===== config.mk =====
export PLATFORM = sky130hd
export DESIGN_NAME = draw_cmd_arbiter
export DESIGN_NICKNAME = d
export VERILOG_FILES = /design/src/rtl/draw_cmd_arbiter_pkg.sv /design/src/rtl/draw_rr_picker.sv /design/src/rtl/draw_cmd_arbiter.sv
export SDC_FILE = /design/constraint.sdc
export NUM_CORES = 1
export LEC_CHECK = 0
export BUFFER_PORTS_ARGS = -buffer_cell sky130_fd_sc_hd__clkbuf_2
export CAP_MARGIN = 25
export CORE_MARGIN = 2
export CORE_UTILIZATION = 39
export CTS_CLUSTER_DIAMETER = 50
export DETAILED_ROUTE_END_ITERATION = 16
export GPL_TIMING_DRIVEN = 0
export PLACE_DENSITY = 0.76
export SLEW_MARGIN = 20
export SYNTH_ARGS = -nofsm -noshare
export SYNTH_HDL_FRONTEND = slang
export SYNTH_HIERARCHICAL = 1
export SYNTH_SLANG_ARGS = --single-unit

===== constraint.sdc =====
create_clock -name clock -period 6 [get_ports clock]
set_clock_uncertainty 0.05 [all_clocks]
set_input_delay 0.6 -clock clock [delete_from_list [all_inputs] [get_ports clock]]
set_output_delay 0.6 -clock clock [all_outputs]
set_load 0.02 [all_outputs]

===== src/rtl/draw_cmd_arbiter_pkg.sv =====
// Shared definitions for the draw command arbiter: FSM encoding and command field widths.
package draw_cmd_arbiter_pkg;

    localparam int X_W  = 9;
    localparam int Y_W  = 8;
    localparam int C_W  = 3;
    localparam int WD_W = 8;

    typedef enum logic [1:0] {
        ST_IDLE      = 2'd0,
        ST_ISSUE     = 2'd1,
        ST_WAIT_DONE = 2'd2,
        ST_ACK       = 2'd3
    } arb_state_t;

endpackage


===== src/rtl/draw_rr_picker.sv =====
// Combinational round-robin picker: first set request after rr_ptr, wrapping modulo NUM_CLIENTS.
module draw_rr_picker #(
    parameter int NUM_CLIENTS = 4,
    parameter int GW          = $clog2(NUM_CLIENTS)
) (
    input  logic [NUM_CLIENTS-1:0] req,
    input  logic [GW-1:0]          rr_ptr,
    output logic [GW-1:0]          winner,
    output logic                   any_req
);

    logic [GW-1:0] idx;

    // Scan rr_ptr+1 .. rr_ptr+N so the last winner is looked at last.
    always_comb begin
        winner  = '0;
        any_req = 1'b0;
        idx     = '0;
        for (int i = 1; i <= NUM_CLIENTS; i++) begin
            idx = GW'((int'(rr_ptr) + i) % NUM_CLIENTS);
            if (!any_req && req[idx]) begin
                winner  = idx;
                any_req = 1'b1;
            end
        end
    end

endmodule


===== src/rtl/draw_cmd_arbiter.sv =====
// Round-robin arbiter sharing one square-draw engine between NUM_CLIENTS requesters.
// Handshake: client holds req until a 1-cycle ack; engine takes a 1-cycle eng_start and answers with a 1-cycle eng_done.
module draw_cmd_arbiter
    import draw_cmd_arbiter_pkg::*;
#(
    parameter  int NUM_CLIENTS = 4,
    parameter  int TIMEOUT     = 255,
    localparam int GW          = $clog2(NUM_CLIENTS)
) (
    input  logic                        clock,
    input  logic                        resetn,
    input  logic [NUM_CLIENTS-1:0]      req,
    input  logic [X_W*NUM_CLIENTS-1:0]  cmd_x,
    input  logic [Y_W*NUM_CLIENTS-1:0]  cmd_y,
    input  logic [C_W*NUM_CLIENTS-1:0]  cmd_colour,
    output logic [NUM_CLIENTS-1:0]      ack,
    output logic                        eng_start,
    output logic [X_W-1:0]              eng_x,
    output logic [Y_W-1:0]              eng_y,
    output logic [C_W-1:0]              eng_colour,
    input  logic                        eng_done,
    output logic                        busy,
    output logic [GW-1:0]               grant_id,
    output logic                        timeout_err,
    output arb_state_t                  dbg_state
);

    arb_state_t    state;
    arb_state_t    next_state;
    logic [GW-1:0] rr_ptr;
    logic [GW-1:0] winner;
    logic          any_req;
    logic [WD_W-1:0] watchdog;
    logic          wd_expired;

    draw_rr_picker #(
        .NUM_CLIENTS (NUM_CLIENTS),
        .GW          (GW)
    ) u_picker (
        .req     (req),
        .rr_ptr  (rr_ptr),
        .winner  (winner),
        .any_req (any_req)
    );

    assign wd_expired = (watchdog == WD_W'(TIMEOUT - 1));
    assign dbg_state  = state;

    always_ff @(posedge clock or negedge resetn) begin
        if (!resetn) begin
            state <= ST_IDLE;
        end else begin
            state <= next_state;
        end
    end

    // A done arriving together with watchdog expiry counts as a normal finish.
    always_comb begin
        next_state = state;
        case (state)
            ST_IDLE:      if (any_req) next_state = ST_ISSUE;
            ST_ISSUE:     next_state = ST_WAIT_DONE;
            ST_WAIT_DONE: if (eng_done || wd_expired) next_state = ST_ACK;
            ST_ACK:       next_state = ST_IDLE;
            default:      next_state = ST_IDLE;
        endcase
    end

    always_comb begin
        ack       = '0;
        eng_start = 1'b0;
        busy      = (state != ST_IDLE);
        case (state)
            ST_ISSUE: eng_start = 1'b1;
            ST_ACK:   ack[grant_id] = 1'b1;
            default:  ;
        endcase
    end

    // Command latch, fairness pointer, watchdog and sticky error.
    always_ff @(posedge clock or negedge resetn) begin
        if (!resetn) begin
            grant_id    <= '0;
            eng_x       <= '0;
            eng_y       <= '0;
            eng_colour  <= '0;
            rr_ptr      <= GW'(NUM_CLIENTS - 1);
            watchdog    <= '0;
            timeout_err <= 1'b0;
        end else begin
            case (state)
                ST_IDLE: begin
                    if (any_req) begin
                        grant_id   <= winner;
                        eng_x      <= cmd_x[int'(winner)*X_W +: X_W];
                        eng_y      <= cmd_y[int'(winner)*Y_W +: Y_W];
                        eng_colour <= cmd_colour[int'(winner)*C_W +: C_W];
                    end
                end
                ST_ISSUE: begin
                    watchdog <= '0;
                end
                ST_WAIT_DONE: begin
                    if (!eng_done) begin
                        if (wd_expired) begin
                            timeout_err <= 1'b1;
                        end else begin
                            watchdog <= watchdog + 1'b1;
                        end
                    end
                end
                ST_ACK: begin
                    rr_ptr <= grant_id;
                end
                default: ;
            endcase
        end
    end

endmodule


# Word-level counts from Yosys, hierarchy flattened

Index checks and enable logic that the tools add are counted.

Mux-type cells: 26
$lt $le $gt $ge: 6
Reductions and logical operators: 15
Shift-type cells: 3
Bitwise logic cells: 1
Add/subtract/negate cells: 5
Eq/ne operators: 8
$mul: 2

Operators by type and width:

| kind                                                                          | number |
|---|---|
| 36-bit by 7-bit indexed part select with 9-bit output                         | 1 |
| 32-bit by 6-bit indexed part select with 8-bit output                         | 1 |
| 8-bit two-way mux                                                             | 2 |
| 8-bit one-hot mux with 2 select lines                                         | 1 |
| 2-bit by 3-bit less-than comparator with 1-bit output (second input constant) | 5 |
| 2-bit two-way mux                                                             | 6 |
| 12-bit by 5-bit indexed part select with 3-bit output                         | 1 |
| 1-bit two-way mux                                                             | 10 |
| 8-bit by 1-bit adder with 8-bit output (second input constant)                | 1 |
| 1-bit binary-select mux with 2-bit select                                     | 4 |
| 8-bit equality test (second input constant)                                   | 1 |
| 2-bit != test (second input constant)                                         | 4 |
| 2-bit one-hot mux with 4 select lines                                         | 1 |
| 2-bit by 4-bit multiplier with 6-bit output (second input constant)           | 1 |
| 3-bit AND reduction                                                           | 2 |
| 2-bit by 1-bit adder with 2-bit output (second input constant)                | 2 |
| 2-bit adder (second input constant)                                           | 2 |
| 2-bit equality test (second input constant)                                   | 2 |
| 1-bit logical AND                                                             | 4 |
| 2-bit by 2-bit multiplier with 4-bit output (second input constant)           | 1 |
| 4-bit two-way mux                                                             | 1 |
| 2-bit AND reduction                                                           | 2 |
| 2-bit nonzero test                                                            | 2 |
| 1-bit logical NOT                                                             | 3 |
| 6 further kinds                                                               | 6 |

Register bits after elaboration: 35
Word-level logic and storage cells: 74
Output and inout port bits: 31

# Longest topological paths before layout

Depth in word-level cells: 15
Depth in mapped cells: 7
Depth with buffers taken out: 6

# Modules after synthesis

The synthesis kept the hierarchy.

Modules (own cells, without submodules):

| module           | cells each | area an instance (um2) | instances |
|---|---|---|---|
| draw_cmd_arbiter | 150        | 2,092.0                | 1 |
| draw_rr_picker   | 14         | 91.3                   | 1 |

# Worst setup path after synthesis

No wires, ideal clock.

Kind: in2reg
From: input req[2]
To: register eng_colour[1]
Required time: 5.825 ns
Library setup time: 0.125 ns
Setup slack: 3.797 ns
Arrival time: 2.028 ns
Stages on the path: 6
Cells stage by stage: and2b_1 a21oi_2 o221ai_2 buf_6 mux4_2 mux2_2

Longest elaborated chain between the ends: 14
Elaborated cells on any way between the ends: 25
Those cells by class: 1 x mul; 1 x shift; 16 x mux; 7 x reduce/logical

RTL lines:

| what                                                      | RTL line               | RTL |
|---|---|---|
| start, declared                                           | draw_cmd_arbiter.sv:12 | `input logic [NUM_CLIENTS-1:0] req,` |
| 1-bit binary-select mux with 2-bit select                 | draw_rr_picker.sv:21   | `if (!any_req && req[idx]) begin` |
| 1-bit two-way mux (not written as such)                   | draw_rr_picker.sv:21   |  |
| 1-bit two-way mux                                         | draw_rr_picker.sv:21   |  |
| 1-bit logical NOT                                         | draw_rr_picker.sv:21   |  |
| 1-bit logical AND                                         | draw_rr_picker.sv:21   |  |
| 1-bit two-way mux                                         | draw_rr_picker.sv:21   |  |
| 1-bit logical NOT                                         | draw_rr_picker.sv:21   |  |
| 1-bit logical AND                                         | draw_rr_picker.sv:21   |  |
| 1-bit two-way mux                                         | draw_rr_picker.sv:21   |  |
| 1-bit logical NOT                                         | draw_rr_picker.sv:21   |  |
| 1-bit logical AND                                         | draw_rr_picker.sv:21   |  |
| 2-bit two-way mux (*)                                     | draw_rr_picker.sv:21   |  |
| via winner[0]                                             | draw_cmd_arbiter.sv:31 | `logic [GW-1:0] winner;` |
| 2-bit by 2-bit multiplier with 4-bit output (*)           | draw_cmd_arbiter.sv:97 | `eng_colour <= cmd_colour[int'(winner)*C_W +: C_W];` |
| 12-bit by 5-bit indexed part select with 3-bit output (*) | draw_cmd_arbiter.sv:97 |  |
| end signal, assigned                                      | draw_cmd_arbiter.sv:97 |  |
| end, declared                                             | draw_cmd_arbiter.sv:20 | `output logic [C_W-1:0] eng_colour,` |

The timed path passes the listed nets; every way through them passes the cells marked *. The select of a mux whose other input is x is not followed.
A chain may end at the register's enable or synchronous reset.

# Final worst setup path

From: register rr_ptr[1]
To: register eng_y[5]

Longest elaborated chain between the ends: 14
Elaborated cells on any way between the ends: 28
Those cells by class: 4 x add/sub; 1 x shift; 16 x mux; 7 x reduce/logical

RTL lines:

| what                                                      | RTL line                | RTL |
|---|---|---|
| start, declared                                           | draw_cmd_arbiter.sv:30  | `logic [GW-1:0] rr_ptr;` |
| start signal, assigned                                    | draw_cmd_arbiter.sv:87  | `rr_ptr <= GW'(NUM_CLIENTS - 1);` |
| start signal, assigned                                    | draw_cmd_arbiter.sv:113 | `rr_ptr <= grant_id;` |
| 2-bit by 1-bit adder with 2-bit output                    | draw_rr_picker.sv:20    | `idx = GW'((int'(rr_ptr) + i) % NUM_CLIENTS);` |
| 1-bit binary-select mux with 2-bit select                 | draw_rr_picker.sv:21    |  |
| 1-bit two-way mux (not written as such)                   | draw_rr_picker.sv:21    |  |
| 1-bit two-way mux                                         | draw_rr_picker.sv:21    |  |
| 1-bit logical NOT                                         | draw_rr_picker.sv:21    |  |
| 1-bit logical AND                                         | draw_rr_picker.sv:21    |  |
| 1-bit two-way mux                                         | draw_rr_picker.sv:21    |  |
| 1-bit logical NOT                                         | draw_rr_picker.sv:21    |  |
| 1-bit logical AND                                         | draw_rr_picker.sv:21    |  |
| 1-bit two-way mux                                         | draw_rr_picker.sv:21    |  |
| 1-bit logical NOT                                         | draw_rr_picker.sv:21    |  |
| 1-bit logical AND                                         | draw_rr_picker.sv:21    |  |
| 2-bit two-way mux (*)                                     | draw_rr_picker.sv:21    |  |
| via winner[1]                                             | draw_cmd_arbiter.sv:31  |  |
| 32-bit by 6-bit indexed part select with 8-bit output (*) | draw_cmd_arbiter.sv:96  | `eng_y <= cmd_y[int'(winner)*Y_W +: Y_W];` |
| end signal, assigned                                      | draw_cmd_arbiter.sv:96  |  |
| end, declared                                             | draw_cmd_arbiter.sv:19  | `output logic [Y_W-1:0] eng_y,` |

Marked as above.

==> flow_summary.yaml <==
outcome:
  status: "complete, no violations"
clock_tree:
  cts-root-buf: "clkbuf_8"
  cts_sinks: 35
  post_cts.repair.setup_buffers: 0
  clk_latency_ns: 0.29
  clockBufferDepth: 2
  cts_resized: 0
  cts_tree: "built"
  numCtsBuffers: 5
  htreeDepth: 2
  postCtsHoldBufs: 0
  path_clk_slew_ns: 0.07
setup_path:
  reg2reg_to: "eng_y[5]"
  ff2ff_setup_slack_ns: 3.64
  end_kind: "flop"
  ff2ff_path_depth: 5
  crit_chain: "a31oi_1 > a21oi_1 > clkbuf_1 > mux4_2 > mux2_2"
  path_depth: 5
  slowest_stage: "dfstp_2"
  cp.arrival_ns: 2.48
  slowest_delay_ns: 0.59
  r2r_start: "rr_ptr[1]"
  worstPathMaxFanout: 10
  cp.required_ns: 6.12
  crit_family: "multiplexers"
  criticalPathCategory: "reg2reg"
  start_kind: "flop"
  path_buf_inv: 1
global_route:
  grt-ovfl-total: 0
  grt_max_degree: 36
  grt_use_total_pct: 17.4
  grt_pass1_vias: 1843
  grt_pass1_wl_um: 8270
  antenna_found_initial: 0
power_and_ir_drop:
  p_comb_share_pct: 56.3
  switchingPower_mw: 0.530
  swShare_pct: 40.1
  peakVddDrop_mv: 0.248
  power_density_mw_per_mm2: 449
  leakage_nw: 1.47
  clockPowerShare_pct: 12.4
  pwr-share-seq_pct: 31.3
  p_int_mw: 0.790
flow_run:
  cap_violations: 0
sta:
  tightest_slew_ns: 0.865
  min_period_ns: 2.36
  max_freq_mhz: 424
  fin_ws_ns: 3.64
  fin_tns_setup_ns: 0
  rsz0062_at_grt: "false"
  finalHoldViolCount: 0
  hold_slack_ns: 0.359
  slew_violations: 0
  fin_crit_sh_pct: 39.3
  setup_viol: 0
  relSlewSlack_pct: 42.3
floorplan:
  die_w_um: 78.8
  core_area_mm2: 0.00547
  fp.dieArea_mm2: 0.00621
  io_pins: 118
  initial_core_util_pct: 39.9
  rows: 27
  dieHeight_um: 78.8
synth:
  synth_common_cells: "dfrtp_1 (33), mux2_2 (23), mux4_2 (19)"
  yosysTopAreaCellShare_pct: 37.8
  synth_edf_count: 0
  synth_most_common_cell: "dfrtp_1"
  syn_area_per_cell_um2: 13.3
  async_flop_share_pct: 100
  ys_warn_count: 6
  synth.area.top_cells: "dfrtp_1 (38%), mux4_2 (20%), mux2_2 (12%)"
  ys_ff_latch: 35
  syn-instance-count: 164
  synth_ff_type: "dfrtp_1"
  ys_types: 39
  synth_largest_area_cell: "dfrtp_1"
  yosysSeqAreaShare_pct: 40.2
  syn_area_mm2: 0.00218
  synth_nets: 258
hold_path:
  hold_path_class: "in2async"
detailed_routing:
  vias_per_cell: 5.06
  ant_nets: 0
  drt_pass1_iterations: 3
  drtIter0Drc: 30
  post_drt_wl_per_cell_um: 14.4
  drt_wl_total_um: 5210
  drcViolationCount: 0
  vias: 1826
placed_design:
  post-place-ws_ns: 3.37
  place_congestion: 0.769
  io_buffers: 117
  post-dp-hpwl_um: 4200
final_layout:
  fillers: 525
  antenna_cells: 0
  syn_to_final_growth_pct: 34.7
  drive_gt1_share_pct: 61.6
  nets: 382
## per-stage QoR
stage | total power [mW] | utilization (%) | area [um2] | instances
floorplan | 0.952 | - | 2180 | 164
global placement | 1.15 | 52.2 | 2860 | 353
detailed placement | 1.17 | 52.2 | 2860 | 353
CTS | 1.34 | 53.7 | 2940 | 361
global route | 1.41 | 53.7 | 2940 | 361
finish | 1.32 | 53.7 | 2940 | 361
## final cells by class
cell class,count,area (um2),share of cell area [%]
buffer,8,57.6,1.96
timing repair buffer,117,586,19.9
clock inverter,1,5.00,0.170
sequential,35,878,29.9
inverter,8,30.0,1.02
tap,72,90.1,3.06
multi-input combinational,113,1220,41.4
clock buffer,7,76.3,2.60
## metal layers
layer / track usage [%] / up-vias / wire length [um]
met3: 5.23 / 6 / 411
met1: 20.2 / 879 / 2030
li1: - / 864 / -
met5: 0 / - / 0
met4: 6.38 / 0 / 76
met2: 30.3 / 77 / 2700
## worst max path at each step
| stage | from | to |
|---|---|---|
| 3_5_place_dp | req[0] | eng_y[1] |
| 4_1_cts | rr_ptr[1] | eng_y[5] |
| 6_report | rr_ptr[1] | eng_y[5] |
| 2_1_floorplan | req[2] | eng_colour[1] |
| 5_1_grt | rr_ptr[1] | eng_colour[1] |
| 3_3_place_gp | req[1] | eng_colour[1] |
## registers in the layout (all words and copies together), names as in the netlist
name,cells
timeout_err,1
eng_y,8
grant_id,2
rr_ptr,2
eng_colour,3
dbg_state,2
watchdog,8
eng_x,9
## cells by family (layout without fill, tap and decap cells)
family	Yosys count	count (layout)	synth area share [%]
adders and majority gates	7	7	4.01
AOI/OAI and AO/OA	16	16	5.21
muxes	50	50	36.1
and+or+nand+nor	39	39	10.0
buffers and inverters	16	141	4.01
DFF	35	35	40.2
xor gates and xnor gates	1	1	0.401
## power by group through the flow
stage | logic [mW] | clock network [mW] | registers, mW
finish | 0.743 | 0.164 | 0.413
detailed placement | 0.755 | 0 | 0.416
global placement | 0.736 | 0 | 0.411
global route | 0.806 | 0.181 | 0.427
floorplan | 0.443 | 0 | 0.509
CTS | 0.757 | 0.171 | 0.413
## placed cells by master, fill, tap and decap left out, drive strengths merged, types with 2 or more instances in the layout
| cell type | count |
|---|---|
| mux2 | 24 |
| nand4 | 5 |
| nand2 | 10 |
| nand2b | 4 |
| and2b | 2 |
| and2 | 2 |
| and3 | 2 |
| mux4 | 20 |
| a21oi | 7 |
| ha | 7 |
| dfstp | 2 |
| clkbuf | 127 |
| mux2i | 6 |
| inv | 8 |
| buf | 5 |
| nor2 | 8 |
| dfrtp | 33 |
| a31oi | 2 |
Power figures use the tool's default switching activity.
